$ cat config.mk
export PLATFORM = sky130hd
export DESIGN_NAME = reg_bank_p_flat
export DESIGN_NICKNAME = d
export VERILOG_FILES = /design/src/rtl/reg_bank_pkg.sv /design/src/rtl/reg_bank_if.sv /design/src/rtl/reg_bank_rd_port.sv /design/src/rtl/reg_bank_p.sv /design/src/flat_wrapper.sv
export SDC_FILE = /design/constraint.sdc
export NUM_CORES = 1
export LEC_CHECK = 0
export ABC_AREA = 1
export ABC_CLOCK_PERIOD_IN_PS = 2390
export CAP_MARGIN = 0
export CORE_ASPECT_RATIO = 1.1
export CORE_MARGIN = 2
export CORE_UTILIZATION = 60
export CTS_CLUSTER_SIZE = 14
export DETAILED_ROUTE_END_ITERATION = 12
export PLACE_DENSITY = 0.92
export SETUP_SLACK_MARGIN = 0.3
export SYNTH_ARGS = -nofsm -noshare
export SYNTH_HDL_FRONTEND = slang
export SYNTH_SLANG_ARGS = --single-unit
$ cat constraint.sdc
create_clock -name clk -period 2.39 [get_ports clk]
set_clock_uncertainty 0.15 [all_clocks]
set_input_delay 0.478 -clock clk [delete_from_list [all_inputs] [get_ports clk]]
set_output_delay 0.478 -clock clk [all_outputs]
set_load 0.02 [all_outputs]
$ cat src/rtl/reg_bank_pkg.sv
// rtl/reg_bank_pkg.sv - default constants and helpers shared by the register bank
package reg_bank_pkg;

    localparam int DATA_W_DEF  = 8;
    localparam int ADDR_W_DEF  = 4;
    localparam int NUM_RD_DEF  = 2;
    localparam int OUT_REG_DEF = 15;

    // Register 0 is hard-wired only when the zero-register option is enabled
    function automatic logic is_zero_reg(input logic [31:0] addr, input logic zero_en);
        return zero_en && (addr == 32'd0);
    endfunction

endpackage

$ cat src/rtl/reg_bank_if.sv
// rtl/reg_bank_if.sv - read/write/pending bus between decode, writeback and the register bank
interface reg_bank_if #(
    parameter int DATA_W = 8,
    parameter int ADDR_W = 4,
    parameter int NUM_RD = 2
);
    logic [NUM_RD*ADDR_W-1:0] ra;
    logic [NUM_RD*DATA_W-1:0] rd;
    logic [NUM_RD-1:0]        rd_pend;
    logic [ADDR_W-1:0]        wa;
    logic [DATA_W-1:0]        wd;
    logic                     we;
    logic [ADDR_W-1:0]        pa;
    logic                     pe;
    logic [DATA_W-1:0]        cpu_out;
    logic                     pend_any;

    modport master (
        output ra, wa, wd, we, pa, pe,
        input  rd, rd_pend, cpu_out, pend_any
    );

    modport slave (
        input  ra, wa, wd, we, pa, pe,
        output rd, rd_pend, cpu_out, pend_any
    );
endinterface

$ cat src/rtl/reg_bank_rd_port.sv
// rtl/reg_bank_rd_port.sv - one combinational read port with zero-register and write bypass
module reg_bank_rd_port
    import reg_bank_pkg::*;
#(
    parameter int DATA_W   = DATA_W_DEF,
    parameter int ADDR_W   = ADDR_W_DEF,
    parameter int ZERO_REG = 1,
    parameter int BYPASS   = 1
) (
    input  logic [ADDR_W-1:0]             addr,
    input  logic [(2**ADDR_W)*DATA_W-1:0] regs_flat,
    input  logic [2**ADDR_W-1:0]          pend,
    input  logic                          we,
    input  logic [ADDR_W-1:0]             wa,
    input  logic [DATA_W-1:0]             wd,
    output logic [DATA_W-1:0]             rd,
    output logic                          rd_pend
);

    // A same-cycle pending-set is deliberately not forwarded; only writes are
    always_comb begin
        rd      = regs_flat[int'(addr)*DATA_W +: DATA_W];
        rd_pend = pend[addr];
        if (is_zero_reg(32'(addr), ZERO_REG != 0)) begin
            rd      = '0;
            rd_pend = 1'b0;
        end else if ((BYPASS != 0) && we && (wa == addr)) begin
            rd      = wd;
            rd_pend = 1'b0;
        end
    end

endmodule

$ cat src/rtl/reg_bank_p.sv
// rtl/reg_bank_p.sv - parametrised register bank with pending scoreboard and CPU output mirror
module reg_bank_p
    import reg_bank_pkg::*;
#(
    parameter int DATA_W   = DATA_W_DEF,
    parameter int ADDR_W   = ADDR_W_DEF,
    parameter int NUM_RD   = NUM_RD_DEF,
    parameter int ZERO_REG = 1,
    parameter int OUT_REG  = OUT_REG_DEF,
    parameter int BYPASS   = 1
) (
    input logic     clk,
    input logic     rst_n,
    reg_bank_if.slave bus
);

    localparam int DEPTH = 2**ADDR_W;

    logic [DATA_W-1:0]       regs [DEPTH];
    logic [DEPTH-1:0]        pend;
    logic [DATA_W-1:0]       cpu_out_q;
    logic [DEPTH*DATA_W-1:0] regs_flat;
    logic [NUM_RD*DATA_W-1:0] rd_w;
    logic [NUM_RD-1:0]       rd_pend_w;
    logic                    wr_ok;
    logic                    set_ok;

    assign wr_ok  = bus.we && !is_zero_reg(32'(bus.wa), ZERO_REG != 0);
    assign set_ok = bus.pe && !is_zero_reg(32'(bus.pa), ZERO_REG != 0);

    // The pending-set is applied after the write-clear so a newer producer wins
    always_ff @(posedge clk or negedge rst_n) begin
        if (!rst_n) begin
            for (int i = 0; i < DEPTH; i++) regs[i] <= '0;
            pend      <= '0;
            cpu_out_q <= '0;
        end else begin
            if (wr_ok) begin
                regs[bus.wa] <= bus.wd;
                pend[bus.wa] <= 1'b0;
            end
            if (set_ok) pend[bus.pa] <= 1'b1;
            if (wr_ok && (bus.wa == ADDR_W'(OUT_REG))) cpu_out_q <= bus.wd;
        end
    end

    for (genvar i = 0; i < DEPTH; i++) begin : g_flat
        assign regs_flat[i*DATA_W +: DATA_W] = regs[i];
    end

    for (genvar k = 0; k < NUM_RD; k++) begin : g_rd
        reg_bank_rd_port #(
            .DATA_W  (DATA_W),
            .ADDR_W  (ADDR_W),
            .ZERO_REG(ZERO_REG),
            .BYPASS  (BYPASS)
        ) u_port (
            .addr     (bus.ra[k*ADDR_W +: ADDR_W]),
            .regs_flat(regs_flat),
            .pend     (pend),
            .we       (bus.we),
            .wa       (bus.wa),
            .wd       (bus.wd),
            .rd       (rd_w[k*DATA_W +: DATA_W]),
            .rd_pend  (rd_pend_w[k])
        );
    end

    assign bus.rd       = rd_w;
    assign bus.rd_pend  = rd_pend_w;
    assign bus.cpu_out  = cpu_out_q;
    assign bus.pend_any = |pend;

endmodule
$ cat src/flat_wrapper.sv
// flat-port wrapper written by rule: the top's interface ports become plain ports
module reg_bank_p_flat import reg_bank_pkg::*;
#(
    parameter int DATA_W   = DATA_W_DEF,
    parameter int ADDR_W   = ADDR_W_DEF,
    parameter int NUM_RD   = NUM_RD_DEF,
    parameter int ZERO_REG = 1,
    parameter int OUT_REG  = OUT_REG_DEF,
    parameter int BYPASS   = 1
)
  (clk, rst_n, bus_ra, bus_wa, bus_wd, bus_we, bus_pa, bus_pe, bus_rd, bus_rd_pend, bus_cpu_out, bus_pend_any);
  reg_bank_if #(.DATA_W(DATA_W), .ADDR_W(ADDR_W), .NUM_RD(NUM_RD)) bus_i ();
  input logic clk;
  input logic rst_n;
  input wire logic [$bits(bus_i.ra)-1:0] bus_ra;
  input wire logic [$bits(bus_i.wa)-1:0] bus_wa;
  input wire logic [$bits(bus_i.wd)-1:0] bus_wd;
  input wire logic [$bits(bus_i.we)-1:0] bus_we;
  input wire logic [$bits(bus_i.pa)-1:0] bus_pa;
  input wire logic [$bits(bus_i.pe)-1:0] bus_pe;
  output wire logic [$bits(bus_i.rd)-1:0] bus_rd;
  output wire logic [$bits(bus_i.rd_pend)-1:0] bus_rd_pend;
  output wire logic [$bits(bus_i.cpu_out)-1:0] bus_cpu_out;
  output wire logic [$bits(bus_i.pend_any)-1:0] bus_pend_any;
  assign bus_i.ra = bus_ra;
  assign bus_i.wa = bus_wa;
  assign bus_i.wd = bus_wd;
  assign bus_i.we = bus_we;
  assign bus_i.pa = bus_pa;
  assign bus_i.pe = bus_pe;
  assign bus_rd = bus_i.rd;
  assign bus_rd_pend = bus_i.rd_pend;
  assign bus_cpu_out = bus_i.cpu_out;
  assign bus_pend_any = bus_i.pend_any;
  reg_bank_p #(.DATA_W(DATA_W), .ADDR_W(ADDR_W), .NUM_RD(NUM_RD), .ZERO_REG(ZERO_REG), .OUT_REG(OUT_REG), .BYPASS(BYPASS)) u_core (.clk(clk), .rst_n(rst_n), .bus(bus_i));
endmodule
==> impl_metrics.csv, run 1 <==
group,metric,value,unit
outcome,outcome,"did not finish",
outcome,stop_stage,"global routing (5_1_grt)",
outcome,error_line,"[ERROR GRT-0232] Routing congestion too high. Check the congestion heatmap in the GUI.",
timing,crit_endpoint,"bus_rd_pend[0]",
clocking,cts.sinks,144,
die,num_rows,46,
synthesis,syn_nets,1376,
synthesis,netlist_area,8727,um^2
synthesis,yosysSeqAreaShare,0.4129,
clocking,h-tree-depth,4,
placement,place_hpwl,20.15,mm
synthesis,synth_top_area_share,0.4129,
clocking,cts-root-buf,"clkbuf_16",
synthesis,netlist_top_cells_area,"dfrtp_1 41%, nand2_1 21%, nand3_1 12%",
die,fp.dieH,130.5,um
synthesis,synth_top_area_cell,"dfrtp_1",
global_routing,gr-total-overflow,16,
synthesis,synthDistinctLibCells,21,
die,die_w,119.0,um
clocking,clock_path_buffers,2,
die,initial_utilization,0.6090,
placement,io_buffers,54,
synthesis,yosysWarnings,0,
synthesis,syn_area_per_cell,6.474,um^2
placement,place_congestion,1.002,
global_routing,grt_max_degree,61,
die,pin_count,55,
timing,worstEndpointType,"primary output",
clocking,numCtsBuffers,17,
synthesis,ys_ff_latch,144,
global_routing,grt.total_usage,0.7661,
synthesis,syn_inst,1348,
routing by layer:
layer | GRT usage | GRT overflow
met1 | 0.7462 | 0
met5 | 0.3250 | 0
met2 | 0.9043 | 6
met3 | 0.6706 | 2
met4 | 0.7822 | 8
what timing repair did:
item | 4_1_cts
hold endpoints to repair | 57
endpoints found under the setup margin | 21
hold buffers | 1
buffers inserted | 19
pin swaps | 52
cloned | 10
resized for setup | 306
cell usage after synthesis, drive strengths merged:
cell / number
a21oi: 18
buf: 60
clkbuf: 37
dfrtp: 144
inv: 140
nand2: 487
nand3: 207
nand4: 1
nor2: 110
nor4: 4
o211ai: 2
o21ai: 120
o22ai: 15
or2: 1
xnor2: 2
metrics by stage:
step	setup WS, ps	util	std cells	area, um^2
after CTS	24.19	0.8263	1667	11840
after detailed placement	-823.7	0.7165	1605	10270
after global placement	-808.0	0.7165	1605	10270
after floorplan	290.3	-	1348	8795
kinds of logic after synthesis:
family	synth area share
compound gates	0.09161
xor+xnor	0.002008
buf+inv	0.1117
flops	0.4129
simple gates	0.3818
==> inputs of run 2 (changes only) <==
- CORE_ASPECT_RATIO: 1.1 -> not set
- CORE_UTILIZATION: 60 -> 40
- CTS_CLUSTER_SIZE: 14 -> not set
- PLACE_DENSITY: 0.92 -> not set
- PLACE_DENSITY_LB_ADDON: not set -> 0.15
- SETUP_SLACK_MARGIN: 0.3 -> not set
==> impl_metrics.csv, run 2 <==
group,metric,value,unit
drt,vias,9149,
global_routing,antenna_found_initial,0,
timing,worst_pin_slew,513.5,ps
worst_setup_path,cpPeakStageDelay,170,ps
finish,seqCellArea,3603,um^2
synthesis,netlist_area,8727,um^2
worst_setup_path,cpLargestDelayFamily,"simple AND/OR/NAND/NOR gates",
synthesis,synth-edff-count,0,
clocking,cts_tree,"yes",
drt,vias_per_cell,5.204,
die,fp.dieH,151.7,um
synthesis,syn_nets,1376,
die,die_area,23020,um^2
min_path,worstHoldPathType,"reg -> reg",
finish,drive_gt1_frac,0.2064,
flow_run,cap_viol_max_count,0,
timing,fin_setup_tns,0,ps
synthesis,synthDistinctLibCells,21,
power_and_ir_drop,p_per_area,732.2,nW/um^2
global_routing,grt_pass1_wl,48.23,mm
finish,multi_input_area,4462,um^2
clocking,clk_pin_slew,70,ps
global_routing,gr-total-overflow,0,
worst_setup_path,cp_max_fo,16,
synthesis,ys.flop_type,"dfrtp_1",
timing,hold_violations,0,
finish,layout_commonest_cell,"nand2_1",
drt,wl_per_cell,17.71,um
clocking,h-tree-depth,4,
die,core-area,21620,um^2
clocking,clock_latency,430,ps
global_routing,grt_max_degree,51,
worst_setup_path,slowest_stage,"nor2_2",
synthesis,syn_area_per_cell,6.474,um^2
finish,diodes,0,
finish,largest_reg_flops,121,
worst_setup_path,worst-path-buf-inv,5,
worst_setup_path,critical_path_class,"in -> out",
synthesis,syn_inst,1348,
finish,largest_register,"u_core.regs",
synthesis,netlist_top_cells_area,"dfrtp_1 41%, nand2_1 21%, nand3_1 12%",
power_and_ir_drop,power_leakage,5.792,nW
synthesis,ys_ff_latch,144,
drt,ant_nets,0,
finish,num-nets-final,1493,
timing,finalSetupViolations,0,
clocking,numCtsBuffers,17,
clocking,cts-root-buf,"clkbuf_16",
outcome,outcome,"complete, no violations",
finish,fillCellCount,2135,
timing,fin_crit,2386,ps
worst_setup_path,critPathLaunchType,"primary input",
timing,max_freq,0.4191,GHz
worst_setup_path,crit_path_end_kind,"output pin",
finish,post-route-util,0.5396,
die,die_w,151.7,um
timing,rsz0062_at_grt,"true",
die,pin_count,55,
timing,finalCritPeriodShare,0.9982,
synthesis,synth_top_area_cell,"dfrtp_1",
worst_setup_path,cp.required,1760,ps
placement,place_congestion,0.9091,
synthesis,yosysMostFrequentCell,"nand2_1",
worst_setup_path,crit_arrival,1760,ps
worst_setup_path,worstPathCellList,"buf_12 -> inv_12 -> buf_12 -> nand2_1 -> nand3_1 -> nand3_1 -> nand2_1 -> nor2_2 -> buf_6 -> nor2_4 -> nor2_2 -> buf_6",
placement,place_hpwl,20.99,mm
drt,drc_errors,0,
synthesis,yosysSeqAreaShare,0.4129,
synthesis,synthArstFlopShare,1.000,
clocking,cts.sinks,144,
finish,syn_to_final_growth,33.68,%
drt,routed_wl,31.14,mm
drt,drt_iter0_drc,871,
drt,first_pass_iters,5,
clocking,clock_path_buffers,2,
power_and_ir_drop,max-vdd-ir-drop,0.4874,mV
placement,io_buffers,54,
synthesis,yosys-top-cells-count,"487 x nand2_1, 207 x nand3_1, 144 x dfrtp_1, 138 x inv_1, 119 x o21ai_0",
die,initial_utilization,0.4036,
timing,drv_slew,0,
timing,slew_headroom,0.6577,
synthesis,yosysWarnings,0,
synthesis,synth_top_area_share,0.4129,
die,num_rows,54,
finish,most-common-layout-cells,"477 x nand2_1, 188 x nand3_1, 144 x dfrtp_1",
global_routing,grt_pass1_vias,8575,
global_routing,grt.total_usage,0.2770,
## run 2: worst paths after layout
kind,start,end,slack [ps],cells past startpoint
setup / recovery,bus_ra[4],bus_rd[10],4,12
hold / removal,u_core.regs[125],u_core.regs[125],230,0
setup reg to reg,u_core.regs[54],u_core.regs[54],1490,3
hold reg to reg,u_core.regs[125],u_core.regs[125],230,0
max in group asynchronous,rst_n,u_core.regs[112],1000,3
min in group asynchronous,rst_n,u_core.regs[7],410,2
## run 2: what timing repair did
action,4_1_cts,5_1_grt
pin swaps,21,49
cloned,4,3
setup buffers,7,5
endpoints found under the hold margin,48,0
hold buffers,1,0
setup endpoints to repair,19,18
gates resized for setup,184,112
## run 2: final cells by class
| class | count | area share |
|---|---|---|
| Timing Repair Buffer | 195 | 0.1803 |
| Inverter | 140 | 0.04655 |
| Sequential cell | 144 | 0.3089 |
| Clock buffer | 20 | 0.03829 |
| Tap cell | 280 | 0.03003 |
| Clock inverter | 12 | 0.01351 |
| Multi-Input combinational cell | 967 | 0.3825 |
## run 2: logic make-up (layout without fill, tap and decap cells)
kind of cell,after synthesis,in the layout,synth area share
XOR/XNOR,2,2,0.002008
buffers and inverters,237,367,0.1117
AND/OR/NAND/NOR,810,810,0.3818
AO/OA/AOI/OAI,155,155,0.09161
flip-flops,144,144,0.4129
## run 2: stage by stage
step	area, um^2	cells	total power, W	hold slack (ps)	setup WS (ps)
floorplan	8727	1348	0.004660	32.41	172.3
global placement	10430	1708	0.005506	215.7	-879.3
detailed placement	10430	1708	0.005545	215.6	-871.5
CTS	11320	1752	0.008397	230.4	-4.850
global route	11670	1758	0.009040	236.1	-48.60
finish	11670	1758	0.008542	227.2	4.194
## run 2: layer usage
layer / up-vias / share of wire / routed length, um / GRT usage
met3: 56 / 0.065 / 2016 / 0.04401
met4: 0 / 0.026 / 816 / 0.09537
met5: - / 0 / 0 / 0
met1: 4277 / 0.45 / 13910 / 0.3852
met2: 357 / 0.46 / 14400 / 0.4396
li1: 4459 / - / - / -
## run 2: power breakdown
part,switching [W],total (W),leakage [nW],internal (W)
logic,0.00152,0.00252,3.77,0.00101
clock network,0.00113,0.00280,0.287,0.00168
registers,0.000245,0.00321,1.73,0.00297
(Power assumes the default switching activity.)
